===== config.mk =====
export PLATFORM = sky130hd
export DESIGN_NAME = dispatch_queue_flat
export DESIGN_NICKNAME = d
export VERILOG_FILES = /design/src/rtl/dispatch_queue_if.sv /design/src/rtl/dispatch_queue.sv /design/src/flat_wrapper.sv
export SDC_FILE = /design/constraint.sdc
export NUM_CORES = 1
export LEC_CHECK = 0
export BUFFER_PORTS_ARGS = -buffer_cell sky130_fd_sc_hd__buf_2
export CORE_UTILIZATION = 63
export CTS_CLUSTER_SIZE = 20
export DETAILED_ROUTE_END_ITERATION = 16
export GPL_TIMING_DRIVEN = 0
export PLACE_DENSITY_LB_ADDON = 0.05
export SLEW_MARGIN = 10
export SYNTH_ARGS = -nofsm -noshare
export SYNTH_HDL_FRONTEND = slang
export SYNTH_SLANG_ARGS = --single-unit

===== constraint.sdc =====
create_clock -name clk -period 5.6 [get_ports clk]
set_clock_uncertainty 0.15 [all_clocks]
set_input_delay 1.12 -clock clk [delete_from_list [all_inputs] [get_ports clk]]
set_output_delay 1.12 -clock clk [all_outputs]
set_load 0.01 [all_outputs]

===== src/rtl/dispatch_queue_if.sv =====
// Instruction-in / dispatch-out / CDB / ROB / back-pressure bundle for dispatch_queue.
// slave = queue side, master = regfile/ROB/RS/LSB side.
interface dispatch_queue_if #(
    parameter int OP_W   = 6,
    parameter int NICK_W = 4,
    parameter int DATA_W = 32,
    parameter int ADDR_W = 32,
    parameter int IMM_W  = 32,
    parameter int NAME_W = 5
);
    logic              in_valid;
    logic              in_ready;
    logic [OP_W-1:0]   in_op;
    logic [ADDR_W-1:0] in_pc;
    logic [IMM_W-1:0]  in_imm;
    logic              in_pd;
    logic [NAME_W-1:0] in_rd_regnm;
    logic              in_use_rs1;
    logic              in_use_rs2;
    logic              in_is_mem;
    logic [NICK_W-1:0] in_rs1_nick;
    logic [NICK_W-1:0] in_rs2_nick;
    logic [DATA_W-1:0] in_rs1_dt;
    logic [DATA_W-1:0] in_rs2_dt;

    logic              cdb_en;
    logic [NICK_W-1:0] cdb_nick;
    logic [DATA_W-1:0] cdb_dt;
    logic              rob_nick_en;
    logic [NICK_W-1:0] rob_nick;
    logic              rs_full;
    logic              lsb_full;

    logic              out_en;
    logic              out_to_lsb;
    logic [OP_W-1:0]   out_op;
    logic [ADDR_W-1:0] out_pc;
    logic [IMM_W-1:0]  out_imm;
    logic              out_pd;
    logic [NAME_W-1:0] out_rd_regnm;
    logic [NICK_W-1:0] out_rd_nick;
    logic [NICK_W-1:0] out_rs1_nick;
    logic [NICK_W-1:0] out_rs2_nick;
    logic [DATA_W-1:0] out_rs1_dt;
    logic [DATA_W-1:0] out_rs2_dt;

    modport slave (
        input  in_valid, in_op, in_pc, in_imm, in_pd, in_rd_regnm, in_use_rs1, in_use_rs2,
               in_is_mem, in_rs1_nick, in_rs2_nick, in_rs1_dt, in_rs2_dt,
               cdb_en, cdb_nick, cdb_dt, rob_nick_en, rob_nick, rs_full, lsb_full,
        output in_ready, out_en, out_to_lsb, out_op, out_pc, out_imm, out_pd, out_rd_regnm,
               out_rd_nick, out_rs1_nick, out_rs2_nick, out_rs1_dt, out_rs2_dt
    );

    modport master (
        output in_valid, in_op, in_pc, in_imm, in_pd, in_rd_regnm, in_use_rs1, in_use_rs2,
               in_is_mem, in_rs1_nick, in_rs2_nick, in_rs1_dt, in_rs2_dt,
               cdb_en, cdb_nick, cdb_dt, rob_nick_en, rob_nick, rs_full, lsb_full,
        input  in_ready, out_en, out_to_lsb, out_op, out_pc, out_imm, out_pd, out_rd_regnm,
               out_rd_nick, out_rs1_nick, out_rs2_nick, out_rs1_dt, out_rs2_dt
    );
endinterface


===== src/rtl/dispatch_queue.sv =====
// Buffered in-order dispatch queue between regfile read and ROB/RS/LSB.
// Entries snoop the CDB while waiting; head dispatches when ROB tag and target slot are free.

// One queue slot's operand pair (index 0 = rs1, 1 = rs2) with CDB wakeup.
module dq_slot #(
    parameter int NICK_W = 4,
    parameter int DATA_W = 32
) (
    input  logic                   clk,
    input  logic                   rst_n,
    input  logic                   we,
    input  logic                   wake_en,
    input  logic [1:0][NICK_W-1:0] w_nick,
    input  logic [1:0][DATA_W-1:0] w_dt,
    input  logic [NICK_W-1:0]      cdb_nick,
    input  logic [DATA_W-1:0]      cdb_dt,
    output logic [1:0][NICK_W-1:0] nick,
    output logic [1:0][DATA_W-1:0] dt
);
    always_ff @(posedge clk or negedge rst_n) begin
        if (!rst_n) begin
            nick <= '0;
            dt   <= '0;
        end else if (we) begin
            nick <= w_nick;
            dt   <= w_dt;
        end else if (wake_en) begin
            for (int k = 0; k < 2; k++) begin
                if (nick[k] != '0 && nick[k] == cdb_nick) begin
                    nick[k] <= '0;
                    dt[k]   <= cdb_dt;
                end
            end
        end
    end
endmodule

module dispatch_queue #(
    parameter int DEPTH  = 4,
    parameter int OP_W   = 6,
    parameter int NICK_W = 4,
    parameter int DATA_W = 32,
    parameter int ADDR_W = 32,
    parameter int IMM_W  = 32,
    parameter int NAME_W = 5
) (
    input  logic            clk,
    input  logic            rst_n,
    input  logic            rdy,
    input  logic            flush,
    dispatch_queue_if.slave bus
);
    localparam int PTR_W = $clog2(DEPTH);
    localparam int CNT_W = PTR_W + 1;

    typedef struct packed {
        logic [OP_W-1:0]   op;
        logic [ADDR_W-1:0] pc;
        logic [IMM_W-1:0]  imm;
        logic              pd;
        logic [NAME_W-1:0] rd_regnm;
        logic              is_mem;
    } meta_t;

    typedef struct packed {
        logic [NICK_W-1:0] nick;
        logic [DATA_W-1:0] dt;
    } opnd_t;

    // Unused operands collapse to 0/0; a same-cycle CDB hit on a pending tag resolves it.
    function automatic opnd_t fwd(input logic used, input logic [NICK_W-1:0] nick,
                                  input logic [DATA_W-1:0] dt, input logic hit_en,
                                  input logic [NICK_W-1:0] hit_nick,
                                  input logic [DATA_W-1:0] hit_dt);
        opnd_t r;
        r.nick = '0;
        r.dt   = '0;
        if (used) begin
            if (hit_en && nick != '0 && nick == hit_nick) begin
                r.dt = hit_dt;
            end else begin
                r.nick = nick;
                r.dt   = dt;
            end
        end
        return r;
    endfunction

    logic [CNT_W-1:0] count;
    logic [PTR_W-1:0] head, tail;
    logic             full, empty, push, pop, head_blocked;

    meta_t meta_q [DEPTH];
    meta_t push_meta, head_meta;
    opnd_t push_rs1, push_rs2, pop_rs1, pop_rs2;

    logic [DEPTH-1:0]                   slot_valid;
    logic [DEPTH-1:0][1:0][NICK_W-1:0]  slot_nick;
    logic [DEPTH-1:0][1:0][DATA_W-1:0]  slot_dt;
    logic [1:0][NICK_W-1:0]             push_nick;
    logic [1:0][DATA_W-1:0]             push_dt;

    assign full  = (count == CNT_W'(DEPTH));
    assign empty = (count == '0);

    assign bus.in_ready = rst_n & rdy & ~flush & ~full;
    assign push         = bus.in_valid & bus.in_ready;

    assign head_meta    = meta_q[head];
    assign head_blocked = head_meta.is_mem ? bus.lsb_full : bus.rs_full;
    assign pop          = rdy & ~flush & ~empty & bus.rob_nick_en & ~head_blocked;

    assign push_meta = '{op: bus.in_op, pc: bus.in_pc, imm: bus.in_imm, pd: bus.in_pd,
                         rd_regnm: bus.in_rd_regnm, is_mem: bus.in_is_mem};

    assign push_rs1  = fwd(bus.in_use_rs1, bus.in_rs1_nick, bus.in_rs1_dt,
                           bus.cdb_en, bus.cdb_nick, bus.cdb_dt);
    assign push_rs2  = fwd(bus.in_use_rs2, bus.in_rs2_nick, bus.in_rs2_dt,
                           bus.cdb_en, bus.cdb_nick, bus.cdb_dt);
    assign push_nick = {push_rs2.nick, push_rs1.nick};
    assign push_dt   = {push_rs2.dt, push_rs1.dt};

    // Stored operands are already normalised, so the head is forwarded as "used".
    assign pop_rs1 = fwd(1'b1, slot_nick[head][0], slot_dt[head][0],
                         bus.cdb_en, bus.cdb_nick, bus.cdb_dt);
    assign pop_rs2 = fwd(1'b1, slot_nick[head][1], slot_dt[head][1],
                         bus.cdb_en, bus.cdb_nick, bus.cdb_dt);

    for (genvar i = 0; i < DEPTH; i++) begin : g_slot
        logic [PTR_W-1:0] off;
        // Slot i is occupied when its distance from head is below count.
        assign off           = PTR_W'(i) - head;
        assign slot_valid[i] = ({1'b0, off} < count);

        dq_slot #(.NICK_W(NICK_W), .DATA_W(DATA_W)) u_slot (
            .clk      (clk),
            .rst_n    (rst_n),
            .we       (push && (tail == PTR_W'(i))),
            .wake_en  (rdy & bus.cdb_en & slot_valid[i]),
            .w_nick   (push_nick),
            .w_dt     (push_dt),
            .cdb_nick (bus.cdb_nick),
            .cdb_dt   (bus.cdb_dt),
            .nick     (slot_nick[i]),
            .dt       (slot_dt[i])
        );
    end

    always_ff @(posedge clk) begin
        if (push) meta_q[tail] <= push_meta;
    end

    always_ff @(posedge clk or negedge rst_n) begin
        if (!rst_n) begin
            count <= '0;
            head  <= '0;
            tail  <= '0;
        end else if (flush) begin
            count <= '0;
            head  <= '0;
            tail  <= '0;
        end else begin
            if (push) tail <= tail + 1'b1;
            if (pop)  head <= head + 1'b1;
            count <= count + CNT_W'(push) - CNT_W'(pop);
        end
    end

    always_ff @(posedge clk or negedge rst_n) begin
        if (!rst_n) begin
            bus.out_en       <= 1'b0;
            bus.out_to_lsb   <= 1'b0;
            bus.out_op       <= '0;
            bus.out_pc       <= '0;
            bus.out_imm      <= '0;
            bus.out_pd       <= 1'b0;
            bus.out_rd_regnm <= '0;
            bus.out_rd_nick  <= '0;
            bus.out_rs1_nick <= '0;
            bus.out_rs2_nick <= '0;
            bus.out_rs1_dt   <= '0;
            bus.out_rs2_dt   <= '0;
        end else if (pop) begin
            bus.out_en       <= 1'b1;
            bus.out_to_lsb   <= head_meta.is_mem;
            bus.out_op       <= head_meta.op;
            bus.out_pc       <= head_meta.pc;
            bus.out_imm      <= head_meta.imm;
            bus.out_pd       <= head_meta.pd;
            bus.out_rd_regnm <= head_meta.rd_regnm;
            bus.out_rd_nick  <= bus.rob_nick;
            bus.out_rs1_nick <= pop_rs1.nick;
            bus.out_rs2_nick <= pop_rs2.nick;
            bus.out_rs1_dt   <= pop_rs1.dt;
            bus.out_rs2_dt   <= pop_rs2.dt;
        end else begin
            bus.out_en <= 1'b0;
        end
    end
endmodule


===== src/flat_wrapper.sv =====
// flat-port wrapper written by rule: the top's interface ports become plain ports
module dispatch_queue_flat 
#(
    parameter int DEPTH  = 4,
    parameter int OP_W   = 6,
    parameter int NICK_W = 4,
    parameter int DATA_W = 32,
    parameter int ADDR_W = 32,
    parameter int IMM_W  = 32,
    parameter int NAME_W = 5
)
  (clk, rst_n, rdy, flush, bus_in_valid, bus_in_op, bus_in_pc, bus_in_imm, bus_in_pd, bus_in_rd_regnm, bus_in_use_rs1, bus_in_use_rs2, bus_in_is_mem, bus_in_rs1_nick, bus_in_rs2_nick, bus_in_rs1_dt, bus_in_rs2_dt, bus_cdb_en, bus_cdb_nick, bus_cdb_dt, bus_rob_nick_en, bus_rob_nick, bus_rs_full, bus_lsb_full, bus_in_ready, bus_out_en, bus_out_to_lsb, bus_out_op, bus_out_pc, bus_out_imm, bus_out_pd, bus_out_rd_regnm, bus_out_rd_nick, bus_out_rs1_nick, bus_out_rs2_nick, bus_out_rs1_dt, bus_out_rs2_dt);
  dispatch_queue_if #(.OP_W(OP_W), .NICK_W(NICK_W), .DATA_W(DATA_W), .ADDR_W(ADDR_W), .IMM_W(IMM_W), .NAME_W(NAME_W)) bus_i ();
  input  logic clk;
  input  logic rst_n;
  input  logic rdy;
  input  logic flush;
  input wire logic [$bits(bus_i.in_valid)-1:0] bus_in_valid;
  input wire logic [$bits(bus_i.in_op)-1:0] bus_in_op;
  input wire logic [$bits(bus_i.in_pc)-1:0] bus_in_pc;
  input wire logic [$bits(bus_i.in_imm)-1:0] bus_in_imm;
  input wire logic [$bits(bus_i.in_pd)-1:0] bus_in_pd;
  input wire logic [$bits(bus_i.in_rd_regnm)-1:0] bus_in_rd_regnm;
  input wire logic [$bits(bus_i.in_use_rs1)-1:0] bus_in_use_rs1;
  input wire logic [$bits(bus_i.in_use_rs2)-1:0] bus_in_use_rs2;
  input wire logic [$bits(bus_i.in_is_mem)-1:0] bus_in_is_mem;
  input wire logic [$bits(bus_i.in_rs1_nick)-1:0] bus_in_rs1_nick;
  input wire logic [$bits(bus_i.in_rs2_nick)-1:0] bus_in_rs2_nick;
  input wire logic [$bits(bus_i.in_rs1_dt)-1:0] bus_in_rs1_dt;
  input wire logic [$bits(bus_i.in_rs2_dt)-1:0] bus_in_rs2_dt;
  input wire logic [$bits(bus_i.cdb_en)-1:0] bus_cdb_en;
  input wire logic [$bits(bus_i.cdb_nick)-1:0] bus_cdb_nick;
  input wire logic [$bits(bus_i.cdb_dt)-1:0] bus_cdb_dt;
  input wire logic [$bits(bus_i.rob_nick_en)-1:0] bus_rob_nick_en;
  input wire logic [$bits(bus_i.rob_nick)-1:0] bus_rob_nick;
  input wire logic [$bits(bus_i.rs_full)-1:0] bus_rs_full;
  input wire logic [$bits(bus_i.lsb_full)-1:0] bus_lsb_full;
  output wire logic [$bits(bus_i.in_ready)-1:0] bus_in_ready;
  output wire logic [$bits(bus_i.out_en)-1:0] bus_out_en;
  output wire logic [$bits(bus_i.out_to_lsb)-1:0] bus_out_to_lsb;
  output wire logic [$bits(bus_i.out_op)-1:0] bus_out_op;
  output wire logic [$bits(bus_i.out_pc)-1:0] bus_out_pc;
  output wire logic [$bits(bus_i.out_imm)-1:0] bus_out_imm;
  output wire logic [$bits(bus_i.out_pd)-1:0] bus_out_pd;
  output wire logic [$bits(bus_i.out_rd_regnm)-1:0] bus_out_rd_regnm;
  output wire logic [$bits(bus_i.out_rd_nick)-1:0] bus_out_rd_nick;
  output wire logic [$bits(bus_i.out_rs1_nick)-1:0] bus_out_rs1_nick;
  output wire logic [$bits(bus_i.out_rs2_nick)-1:0] bus_out_rs2_nick;
  output wire logic [$bits(bus_i.out_rs1_dt)-1:0] bus_out_rs1_dt;
  output wire logic [$bits(bus_i.out_rs2_dt)-1:0] bus_out_rs2_dt;
  assign bus_i.in_valid = bus_in_valid;
  assign bus_i.in_op = bus_in_op;
  assign bus_i.in_pc = bus_in_pc;
  assign bus_i.in_imm = bus_in_imm;
  assign bus_i.in_pd = bus_in_pd;
  assign bus_i.in_rd_regnm = bus_in_rd_regnm;
  assign bus_i.in_use_rs1 = bus_in_use_rs1;
  assign bus_i.in_use_rs2 = bus_in_use_rs2;
  assign bus_i.in_is_mem = bus_in_is_mem;
  assign bus_i.in_rs1_nick = bus_in_rs1_nick;
  assign bus_i.in_rs2_nick = bus_in_rs2_nick;
  assign bus_i.in_rs1_dt = bus_in_rs1_dt;
  assign bus_i.in_rs2_dt = bus_in_rs2_dt;
  assign bus_i.cdb_en = bus_cdb_en;
  assign bus_i.cdb_nick = bus_cdb_nick;
  assign bus_i.cdb_dt = bus_cdb_dt;
  assign bus_i.rob_nick_en = bus_rob_nick_en;
  assign bus_i.rob_nick = bus_rob_nick;
  assign bus_i.rs_full = bus_rs_full;
  assign bus_i.lsb_full = bus_lsb_full;
  assign bus_in_ready = bus_i.in_ready;
  assign bus_out_en = bus_i.out_en;
  assign bus_out_to_lsb = bus_i.out_to_lsb;
  assign bus_out_op = bus_i.out_op;
  assign bus_out_pc = bus_i.out_pc;
  assign bus_out_imm = bus_i.out_imm;
  assign bus_out_pd = bus_i.out_pd;
  assign bus_out_rd_regnm = bus_i.out_rd_regnm;
  assign bus_out_rd_nick = bus_i.out_rd_nick;
  assign bus_out_rs1_nick = bus_i.out_rs1_nick;
  assign bus_out_rs2_nick = bus_i.out_rs2_nick;
  assign bus_out_rs1_dt = bus_i.out_rs1_dt;
  assign bus_out_rs2_dt = bus_i.out_rs2_dt;
  dispatch_queue #(.DEPTH(DEPTH), .OP_W(OP_W), .NICK_W(NICK_W), .DATA_W(DATA_W), .ADDR_W(ADDR_W), .IMM_W(IMM_W), .NAME_W(NAME_W)) u_core (.clk(clk), .rst_n(rst_n), .rdy(rdy), .flush(flush), .bus(bus_i));
endmodule

==> impl_metrics.env <==
export IMPL_rsz0062_at_grt="no"
export IMPL_drv_cap=0
export IMPL_grt_pass1_wl_um=168000
export IMPL_hpwl_um=77600
export IMPL_met3_usage_pct=12.3
export IMPL_synth_compound_area_share_pct=8.01
export IMPL_slew_viol_final=0
export IMPL_cts_buffer_depth=3
export IMPL_ys_async_sr_fraction_pct=59.3
export IMPL_globalplace_congestion=1.03
export IMPL_finalPower_mw=13.7
export IMPL_cts_buffers=78
export IMPL_hold_class="in -> async"
export IMPL_cts_tree="built"
export IMPL_p_sw_mw=3.66
export IMPL_grt_max_degree=112
export IMPL_areaGrowthSynthToFinish_pct=15.7
export IMPL_slowest_delay_ns=0.95
export IMPL_drtAntennaViolNets=0
export IMPL_ys_seq_area_share_pct=58.9
export IMPL_synth_most_common_cell="dfrtp_1"
export IMPL_outcome="finished clean"
export IMPL_p_per_area_nw_per_um2=341
export IMPL_cts_max_level=3
export IMPL_cp_arrival_ns=5.45
export IMPL_fin_setup_tns_ns=0
export IMPL_fill_cells=3640
export IMPL_ys_ff_latch=757
export IMPL_met2_usage_pct=64.9
export IMPL_drt_pass1_iter_count=6
export IMPL_avgViaCountPerCell=6.58
export IMPL_layout_nets=3523
export IMPL_vdd_drop_max_uv=476
export IMPL_use_met1_pct=50.6
export IMPL_post_drt_wl_per_cell_um=28.3
export IMPL_fmax_mhz=195
export IMPL_p_comb_share_pct=13.4
export IMPL_cts_hold_buf=0
export IMPL_vias=26800
export IMPL_synth_cell_types=49
export IMPL_worstPathCellList="buf_2 -> buf_2 -> clkbuf_1 -> buf_1 -> xor2_1 -> ha_1 -> a21oi_1 -> o21ai_0 -> or3_1 -> buf_4 -> buf_2 -> mux2i_1 -> a21oi_1"
export IMPL_internal_power_mw=10.1
export IMPL_critPathMostFrequentCell="buf_2"
export IMPL_postCtsSetupBuffers=0
export IMPL_drc_errors=0
export IMPL_critPathKind="reg -> reg"
export IMPL_die_h_um=237
export IMPL_synthFlopType="dfrtp_1"
export IMPL_synth_nets=3086
export IMPL_muxShareOfSynthArea_pct=17.2
export IMPL_drive_above_1_share_pct=22.4
export IMPL_start_kind="register"
export IMPL_clock_power_share_pct=38.2
export IMPL_cts_sinks=757
export IMPL_path_buf_inv=6
export IMPL_die_area_um2=56100
export IMPL_synth_xor_area_share_pct=1.12
export IMPL_timing_hold_violations_final=0
export IMPL_yosys_area_share_simple_pct=10.7
export IMPL_total_leakage_power_nw=17.6
export IMPL_core_area_um2=54100
export IMPL_tightest_slew_ns=1.37
export IMPL_fp_row_count=85
export IMPL_synth_common_cells="449 x dfrtp_1, 362 x nand2_1, 308 x edfxtp_1"
export IMPL_min_period_over_period_pct=91.5
export IMPL_path_delay_family="buffers and inverters"
export IMPL_p_sw_share_pct=26.7
export IMPL_yosys_top_cells_area="dfrtp_1 32%, edfxtp_1 27%, mux4_2 9.3%"
export IMPL_initial_core_util_pct=64.2
export IMPL_root_buffer="clkbuf_16"
export IMPL_top_usage_layer="met2"
export IMPL_synth_edff_count=308
export IMPL_fp_dieW_um=237
export IMPL_synth_top_family_by_area="multiplexers"
export IMPL_grt_overflow_total=0
export IMPL_cpMaxStageDelayCell="clkbuf_1"
export IMPL_track_usage_pct=41.2
export IMPL_finalSetupViolations=0
export IMPL_r2r_slack_ns=0.48
export IMPL_clk_pin_slew_ns=0.06
export IMPL_initialDrtViolationCount=3362
export IMPL_io_pins=355
export IMPL_insertion_delay_ns=0.64
export IMPL_slew_headroom_pct=7.97
export IMPL_port_buffer_count=349
export IMPL_worstPathMaxFanout=10
export IMPL_syn_cell_area_um2=34800
export IMPL_period_needed_ns=5.12
export IMPL_synthCells=2875
export IMPL_endpoint_kind="register"
export IMPL_post_cts_resize_count=0
export IMPL_worstPathRequired_ns=5.92
export IMPL_antenna_found_initial=17
export IMPL_synthAdderAreaFrac_pct=0.418
export IMPL_syn_avg_cell_area_um2=12.1
export IMPL_synth_largest_area_cell="dfrtp_1"
export IMPL_yosys_warnings=0
export IMPL_synth_top_area_share_pct=32.3
export IMPL_wl_um=115000
export IMPL_p_seq_share_pct=48.4
export IMPL_grt_pass1_vias=26900
[final cells by class]
cell class                      count  area [µm²]  area share (%)
Tap cell                          696         871            2.16
Clock buffer                      121        2350            5.83
Clock inverter                     20         225           0.560
Timing Repair Buffer              357        1980            4.91
Antenna cell                        8        20.0          0.0498
Sequential cell                   757       20500            50.9
Buffer                            255        1210            3.02
Multi-Input combinational cell   1848       13000            32.4
Inverter                           15        66.3           0.165
[metrics by stage]
stage	cells	cell area [µm²]	utilization (%)	hold slack (ns)	worst slack, ns
2_1_floorplan	2875	34800	-	0.353	0.899
3_3_place_gp	3920	37400	69.0	0.304	-8.97
3_5_place_dp	3928	37600	69.5	0.307	0.588
4_1_cts	4069	40200	74.3	0.289	0.659
5_1_grt	4073	40200	74.3	0.304	0.414
6_report	4077	40200	74.3	0.271	0.478
[placed cells by master, fill, tap and decap left out, types with 14 or more instances in the layout]
| cell | n |
|---|---|
| dfrtp_1 | 449 |
| buf_2 | 431 |
| nand2_1 | 362 |
| edfxtp_1 | 308 |
| a21oi_1 | 298 |
| nor2_1 | 264 |
| mux2i_1 | 260 |
| nand3_1 | 216 |
| clkbuf_1 | 148 |
| mux4_2 | 144 |
| o21ai_0 | 91 |
| clkbuf_16 | 80 |
| o211ai_1 | 42 |
| xnor2_1 | 33 |
| a21boi_1 | 30 |
| buf_4 | 23 |
| nor3_1 | 20 |
| clkbuf_8 | 19 |
| o22ai_1 | 16 |
| buf_1 | 14 |
[per-layer routing]
layer	vias up	part of all wire [%]	wire length, µm
met3	414	11	12600
met1	13400	35	40500
li1	11300	-	-
met4	18	6.6	7630
met5	-	0.10	115
met2	1693	47	54300
[state kept, by name (all words and copies together), names as in the netlist, 6 cells and up]
name,count
u_core.bus.out_imm,32
u_core.bus.out_rs2_dt,32
u_core.bus.out_pc,32
u_core.g_slot.u_slot.nick,32
u_core.bus.out_op,6
u_core.g_slot.u_slot.dt,256
u_core.bus.out_rs1_dt,32
u_core.meta_q,308
[cells by family (layout without fill, tap and decap cells)]
group | count (synthesis) | after routing
and+or+nand+nor | 883 | 883
DFF | 757 | 757
AOI/OAI and AO/OA | 501 | 501
muxes | 411 | 411
buffers and inverters | 270 | 768
xor gates and xnor gates | 42 | 42
adders and majority gates | 11 | 11
other | 0 | 8
[final timing paths]
check,startpoint,end,cells after the start
max in group asynchronous,rst_n,u_core.bus.out_pc[25]$_DFFE_PN0P_,3
setup reg to reg,u_core.head[1]$_DFFE_PN0P_,u_core.g_slot[0].u_slot.dt[13]$_DFFE_PN0P_,13
min in group clk,u_core.bus.out_pc[23]$_DFFE_PN0P_,u_core.bus.out_pc[23]$_DFFE_PN0P_,2
hold reg to reg,u_core.bus.out_pc[23]$_DFFE_PN0P_,u_core.bus.out_pc[23]$_DFFE_PN0P_,2
hold / removal,rst_n,u_core.bus.out_rs2_dt[1]$_DFFE_PN0P_,1
setup / recovery,u_core.head[1]$_DFFE_PN0P_,u_core.g_slot[0].u_slot.dt[13]$_DFFE_PN0P_,13
[power groups by stage]
| stage | logic [mW] | clock network (mW) | registers [mW] |
|---|---|---|---|
| global route | 1.98 | 5.45 | 6.68 |
| global placement | 1.72 | 0 | 6.69 |
| floorplan | 0.911 | 0 | 6.74 |
| detailed placement | 1.80 | 0 | 6.72 |
| CTS | 1.81 | 5.24 | 6.62 |
| finish | 1.84 | 5.23 | 6.64 |
Note: power is estimated with default switching activity, not from simulation.
